**config.mk**
```make
export PLATFORM = sky130hd
export DESIGN_NAME = lcd_byte_seq_flat
export DESIGN_NICKNAME = d
export VERILOG_FILES = /design/src/rtl/lcd_byte_seq_if.sv /design/src/rtl/lcd_byte_seq.sv /design/src/flat_wrapper.sv
export SDC_FILE = /design/constraint.sdc
export NUM_CORES = 1
export LEC_CHECK = 0
export ABC_AREA = 1
export ABC_CLOCK_PERIOD_IN_PS = 2100
export CAP_MARGIN = 20
export CORE_MARGIN = 10
export CORE_UTILIZATION = 33
export CTS_CLUSTER_DIAMETER = 40
export DETAILED_ROUTE_END_ITERATION = 10
export DONT_BUFFER_PORTS = 1
export PLACE_DENSITY = 0.52
export SLEW_MARGIN = 20
export SYNTH_ARGS = -nofsm -noshare
export SYNTH_HDL_FRONTEND = slang
export SYNTH_SLANG_ARGS = --single-unit
export TNS_END_PERCENT = 100
```
**constraint.sdc**
```tcl
create_clock -name clk -period 2.1 [get_ports clk]
set_clock_uncertainty 0.05 [all_clocks]
set_input_delay 0.42 -clock clk [delete_from_list [all_inputs] [get_ports clk]]
set_output_delay 0.42 -clock clk [all_outputs]
set_load 0.01 [all_outputs]
```
**src/rtl/lcd_byte_seq_if.sv**
```systemverilog
// Host byte handshake and SPI controller bus for lcd_byte_seq.
// master: the sequencer; slave: the host/SPI-controller side.
interface lcd_byte_seq_if;
  logic       in_valid;
  logic       in_dc;
  logic [7:0] in_data;
  logic       in_ready;
  logic       spi_send;
  logic [7:0] spi_data;
  logic       spi_done;
  logic       lcd_dc;

  modport master (
    input  in_valid, in_dc, in_data, spi_done,
    output in_ready, spi_send, spi_data, lcd_dc
  );

  modport slave (
    output in_valid, in_dc, in_data, spi_done,
    input  in_ready, spi_send, spi_data, lcd_dc
  );
endinterface

```
**src/rtl/lcd_byte_seq.sv**
```systemverilog
// LCD byte sequencer: hardware reset pulse, 4-entry init ROM, then host bytes to the SPI controller.
// Optional SEQ_TIMEOUT_EN: abandon a byte when spi_done does not complete within TIMEOUT_CYCLES.
module lcd_byte_seq #(
  parameter int unsigned RST_CYCLES     = 16,
  parameter int unsigned GAP_CYCLES     = 2,
  parameter int unsigned TIMEOUT_CYCLES = 64
) (
  input  logic           clk,
  input  logic           rst,
  lcd_byte_seq_if.master bus,
  output logic           lcd_rst_n,
  output logic           init_done,
  output logic           busy,
  output logic           err_timeout
);

  typedef enum logic [2:0] {
    RST_LO, RST_HI, ROM_SEND, IDLE, HOST_SEND, WAIT_LO, WAIT_HI, GAP
  } state_t;

`ifdef SEQ_TIMEOUT_EN
  localparam bit TIMEOUT_EN = 1'b1;
`else
  localparam bit TIMEOUT_EN = 1'b0;
`endif

  localparam logic [15:0] RST_LAST = 16'(RST_CYCLES - 1);
  localparam logic [15:0] GAP_LAST = (GAP_CYCLES == 0) ? 16'd0 : 16'(GAP_CYCLES - 1);
  localparam logic [15:0] TO_LAST  = 16'(TIMEOUT_CYCLES - 1);

  state_t      state, state_d;
  logic [15:0] cnt;
  logic [1:0]  rom_idx, rom_idx_d;
  logic        init_done_d;
  logic        byte_end, gap_end, timeout_hit, keep_cnt;
  logic [8:0]  rom_word;

  function automatic logic [8:0] rom_entry(input logic [1:0] idx);
    logic [8:0] e;
    case (idx)
      2'd0:    e = 9'h011;
      2'd1:    e = 9'h03A;
      2'd2:    e = 9'h155;
      default: e = 9'h029;
    endcase
    return e;
  endfunction

  always_comb begin
    state_d     = state;
    rom_idx_d   = rom_idx;
    init_done_d = init_done;
    byte_end    = 1'b0;
    gap_end     = 1'b0;
    timeout_hit = 1'b0;
    keep_cnt    = 1'b0;

    case (state)
      RST_LO:    if (cnt == RST_LAST) state_d = RST_HI;
      RST_HI:    if (cnt == RST_LAST) state_d = ROM_SEND;
      ROM_SEND:  state_d = WAIT_LO;
      IDLE:      if (bus.in_valid) state_d = HOST_SEND;
      HOST_SEND: state_d = WAIT_LO;
      WAIT_LO:   if (!bus.spi_done) state_d = WAIT_HI;
      WAIT_HI:   if (bus.spi_done) byte_end = 1'b1;
      GAP:       if (cnt == GAP_LAST) gap_end = 1'b1;
      default:   state_d = RST_LO;
    endcase

    // The timeout window spans WAIT_LO and WAIT_HI, so cnt must survive that hop.
    if (TIMEOUT_EN && (state == WAIT_LO || state == WAIT_HI) && cnt == TO_LAST &&
        !(state == WAIT_HI && bus.spi_done)) begin
      timeout_hit = 1'b1;
      byte_end    = 1'b1;
    end

    // A zero-length gap folds the post-gap decision into the WAIT_HI exit.
    if (byte_end) begin
      if (GAP_CYCLES == 0) gap_end = 1'b1;
      else                 state_d = GAP;
    end

    if (gap_end) begin
      if (!init_done) begin
        rom_idx_d = rom_idx + 2'd1;
        if (rom_idx == 2'd3) begin
          init_done_d = 1'b1;
          state_d     = IDLE;
        end else begin
          state_d = ROM_SEND;
        end
      end else begin
        state_d = IDLE;
      end
    end

    keep_cnt = TIMEOUT_EN && state == WAIT_LO && state_d == WAIT_HI;
    rom_word = rom_entry(rom_idx_d);
  end

  always_ff @(posedge clk or posedge rst) begin
    if (rst) begin
      state        <= RST_LO;
      cnt          <= '0;
      rom_idx      <= '0;
      init_done    <= 1'b0;
      lcd_rst_n    <= 1'b0;
      busy         <= 1'b1;
      err_timeout  <= 1'b0;
      bus.spi_send <= 1'b0;
      bus.spi_data <= '0;
      bus.lcd_dc   <= 1'b0;
    end else begin
      state        <= state_d;
      cnt          <= (state_d != state && !keep_cnt) ? '0 : cnt + 16'd1;
      rom_idx      <= rom_idx_d;
      init_done    <= init_done_d;
      lcd_rst_n    <= (state_d != RST_LO);
      busy         <= (state_d != IDLE);
      err_timeout  <= timeout_hit;
      bus.spi_send <= (state_d == ROM_SEND) || (state_d == HOST_SEND);
      if (state_d == ROM_SEND) begin
        bus.lcd_dc   <= rom_word[8];
        bus.spi_data <= rom_word[7:0];
      end else if (state == IDLE && bus.in_valid) begin
        bus.lcd_dc   <= bus.in_dc;
        bus.spi_data <= bus.in_data;
      end
    end
  end

  assign bus.in_ready = (state == IDLE);

endmodule

```
**src/flat_wrapper.sv**
```systemverilog
// flat-port wrapper written by rule: the top's interface ports become plain ports
module lcd_byte_seq_flat 
#(
  parameter int unsigned RST_CYCLES     = 16,
  parameter int unsigned GAP_CYCLES     = 2,
  parameter int unsigned TIMEOUT_CYCLES = 64
)
  (clk, rst, lcd_rst_n, init_done, busy, err_timeout, bus_in_valid, bus_in_dc, bus_in_data, bus_spi_done, bus_in_ready, bus_spi_send, bus_spi_data, bus_lcd_dc);
  lcd_byte_seq_if bus_i ();
  input  logic clk;
  input  logic rst;
  output logic lcd_rst_n;
  output logic init_done;
  output logic busy;
  output logic err_timeout;
  input wire logic [$bits(bus_i.in_valid)-1:0] bus_in_valid;
  input wire logic [$bits(bus_i.in_dc)-1:0] bus_in_dc;
  input wire logic [$bits(bus_i.in_data)-1:0] bus_in_data;
  input wire logic [$bits(bus_i.spi_done)-1:0] bus_spi_done;
  output wire logic [$bits(bus_i.in_ready)-1:0] bus_in_ready;
  output wire logic [$bits(bus_i.spi_send)-1:0] bus_spi_send;
  output wire logic [$bits(bus_i.spi_data)-1:0] bus_spi_data;
  output wire logic [$bits(bus_i.lcd_dc)-1:0] bus_lcd_dc;
  assign bus_i.in_valid = bus_in_valid;
  assign bus_i.in_dc = bus_in_dc;
  assign bus_i.in_data = bus_in_data;
  assign bus_i.spi_done = bus_spi_done;
  assign bus_in_ready = bus_i.in_ready;
  assign bus_spi_send = bus_i.spi_send;
  assign bus_spi_data = bus_i.spi_data;
  assign bus_lcd_dc = bus_i.lcd_dc;
  lcd_byte_seq #(.RST_CYCLES(RST_CYCLES), .GAP_CYCLES(GAP_CYCLES), .TIMEOUT_CYCLES(TIMEOUT_CYCLES)) u_core (.clk(clk), .rst(rst), .bus(bus_i), .lcd_rst_n(lcd_rst_n), .init_done(init_done), .busy(busy), .err_timeout(err_timeout));
endmodule
```
==> flow_summary.json <==
{
  "status": "finished clean",
  "max_clock_freq_mhz": 531,
  "synth_fp_nets": 258,
  "cts_buffers": 5,
  "grt_pass1_wl_um": 7040,
  "setup_viol": 0,
  "worstHoldPathType": "in2async",
  "pwr_density_cell_nw_per_um2": 1230,
  "cts_tree": "built",
  "crit_path_max_incr_delay_ps": 400,
  "drt-total-wl_um": 4130,
  "drtAntennaViolNets": 0,
  "viasPerCell": 4.62,
  "p_leak_nw": 1.03,
  "final_cell_mix": "50 x nand2_1, 33 x dfrtp_1, 32 x inv_1",
  "reg2reg_depth": 10,
  "cp.required_ps": 2210,
  "die_w_um": 96.9,
  "critPathLaunchType": "flop",
  "grt_overflow": 0,
  "grt_pass1_vias": 1451,
  "syn_to_final_growth_pct": 8.21,
  "portBuffers": 0,
  "cts_hold_buf": 0,
  "clock-sinks": 34,
  "syn_avg_cell_area_um2": 8.07,
  "ys_seq_elements": 34,
  "crit_chain": "ha_1 -> nand3_2 -> nor2_2 -> nand2_1 -> nor2_2 -> nand3_2 -> nor3_4 -> nand2_1 -> xor2_2 -> nor2_4",
  "final_common_cell": "nand2_1",
  "yosys-top-cells-area": "dfrtp_1 42%, nand2_1 9.6%, inv_1 6.2%, nand3_1 5.4%, nor2_1 4.4%",
  "vdd_drop_max_mv": 0.426,
  "clock_latency_ps": 280,
  "synth_area_leader_cell": "dfrtp_1",
  "period_minus_slack_ps": 1880,
  "ys_seq_area_share_pct": 43.7,
  "start_util_pct": 34.8,
  "slew_headroom_pct": 63.3,
  "grt_max_degree": 35,
  "dieArea_um2": 9390,
  "drive_gt1_share_pct": 18.1,
  "hold_viol": 0,
  "ys.flop_type": "dfrtp_1",
  "cts_max_path_buffers": 2,
  "holdWs_ps": 70.0,
  "critical_path_class": "reg2reg",
  "crit_cells": 10,
  "drt-pass1-iter-count": 4,
  "fin_cells": 320,
  "endpoint_kind": "flop",
  "cts-root-buf": "clkbuf_8",
  "path_buf_inv": 0,
  "cts.reportedPaths.clkPinSlew_ps": 80,
  "cp.arrival_ps": 2000,
  "place_congestion": 0.797,
  "drtIter0Drc": 64,
  "power.total_mw": 2.60,
  "final_max_slew_viol_count": 0,
  "hpwl_um": 3150,
  "pin_count": 28,
  "cpMaxStageDelayCell": "dfrtp_1",
  "synth_warnings": 0,
  "finish.utilization_pct": 37.7,
  "critical-path-top-delay-family": "simple AND/OR/NAND/NOR gates",
  "drv_cap": 0,
  "wl_per_cell_um": 12.9,
  "worstPathMaxFanout": 4,
  "synthesis.area_um2": 1950,
  "nNetsFinal": 263,
  "die_y_um": 96.9,
  "diodes": 0,
  "min_period_over_period_pct": 89.7,
  "synth_cells": 242,
  "synth_top_area_share_pct": 42.3,
  "post-route-drc-count": 0,
  "track_usage_pct": 8.86,
  "rows": 27,
  "synth_edf_count": 0,
  "coreArea_um2": 5610,
  "dpl.cell_count": 311,
  "worstMarginPinSlew_ps": 549,
  "async_flop_share_pct": 100,
  "routed-via-count": 1479,
  "synth_cell_type_count": 34,
  "htreeDepth": 2,
  "rsz0062_at_grt": "true",
  "antenna_found_initial": 0
}
power by group:
group	internal (mW)	switching, mW	leakage (nW)
registers	0.845	0.228	0.428
logic	0.344	0.711	0.560
clock network	0.230	0.238	0.0450
total	1.42	1.18	1.03
worst register-to-register path, stage by stage (launching register included):
cell and delay [ps]:
dfrtp_1 400, ha_1 220, nand3_2 120, nor2_2 140
nand2_1 80, nor2_2 130, nand3_2 120, nor3_4 180
nand2_1 110, xor2_2 190, nor2_4 40
cell type report:
cell class / count / area (um2)
Tap cell: 72 / 90.1
Clock buffer: 6 / 72.6
Multi-Input combinational cell: 166 / 922
Clock inverter: 2 / 10.0
Timing Repair Buffer: 3 / 22.5
Inverter: 37 / 143
Fill cell: 607 / 3500
Sequential cell: 34 / 852
metal layers:
metal / vias up / part of all wire, % / track usage, %
li1: 773 / - / -
met1: 679 / 45 / 10.7
met2: 25 / 48 / 14.0
met3: 2 / 6.4 / 3.05
met4: 0 / 1.2 / 3.72
met5: - / 0 / 0
metrics by stage:
step	setup TNS, ps	setup WS [ps]	area [um2]
2_1_floorplan	0	334	1950
4_1_cts	0	157	2100
3_5_place_dp	0	157	2010
6_report	0	216	2110
3_3_place_gp	0	220	2010
5_1_grt	-33.0	-25.6	2110
flip-flops by register name, summed over array words and instances, names as in the netlist:
register,count
u_core.bus.lcd_dc,1
u_core.bus.spi_data,8
u_core.bus.spi_send,1
u_core.busy,1
u_core.cnt,16
u_core.init_done,1
u_core.lcd_rst_n,1
u_core.rom_idx,2
u_core.state,3
synthesized netlist by cell type, types with 2 or more instances:
cell      count
nand3_1      21
xor2_1        4
nand2_2       2
nand3b_1      4
xnor2_1       3
dfrtp_1      33
a21oi_1       4
inv_2         3
nor2_4        4
nand2_1      50
nor2_2       11
nor2_1       23
nand2_4       4
o21ai_1       3
nor3_1        5
nand3_2       3
nand4_1       7
inv_1        32
ha_1          3
o21ai_0       9
kinds of logic after synthesis:
group | after synthesis | synth area share [%]
DFF | 34 | 43.7
other | 1 | 0.192
AOI/OAI and AO/OA | 18 | 5.00
xor gates and xnor gates | 7 | 3.14
buffers and inverters | 42 | 9.49
adders and majority gates | 3 | 1.92
and+or+nand+nor | 137 | 36.6
what timing repair did:
action	in CTS	in global routing
gates resized for setup	0	1
setup buffers	0	1
setup endpoints to repair	0	4
hold endpoints to repair	0	0
worst paths after layout:
| kind | startpoint | endpoint | slack [ps] |
|---|---|---|---|
| worst max register to register | u_core.cnt[0] | u_core.cnt[12] | 220 |
| worst min-delay path | rst | u_core.bus.spi_data[5] | 70 |
| min in group clk | bus_in_data[7] | u_core.bus.spi_data[7] | 200 |
| max in group asynchronous | rst | u_core.busy | 1570 |
| worst max-delay path | u_core.cnt[0] | u_core.cnt[12] | 220 |
| worst min register to register | u_core.cnt[15] | u_core.cnt[15] | 530 |
Power figures use the tool's default switching activity.
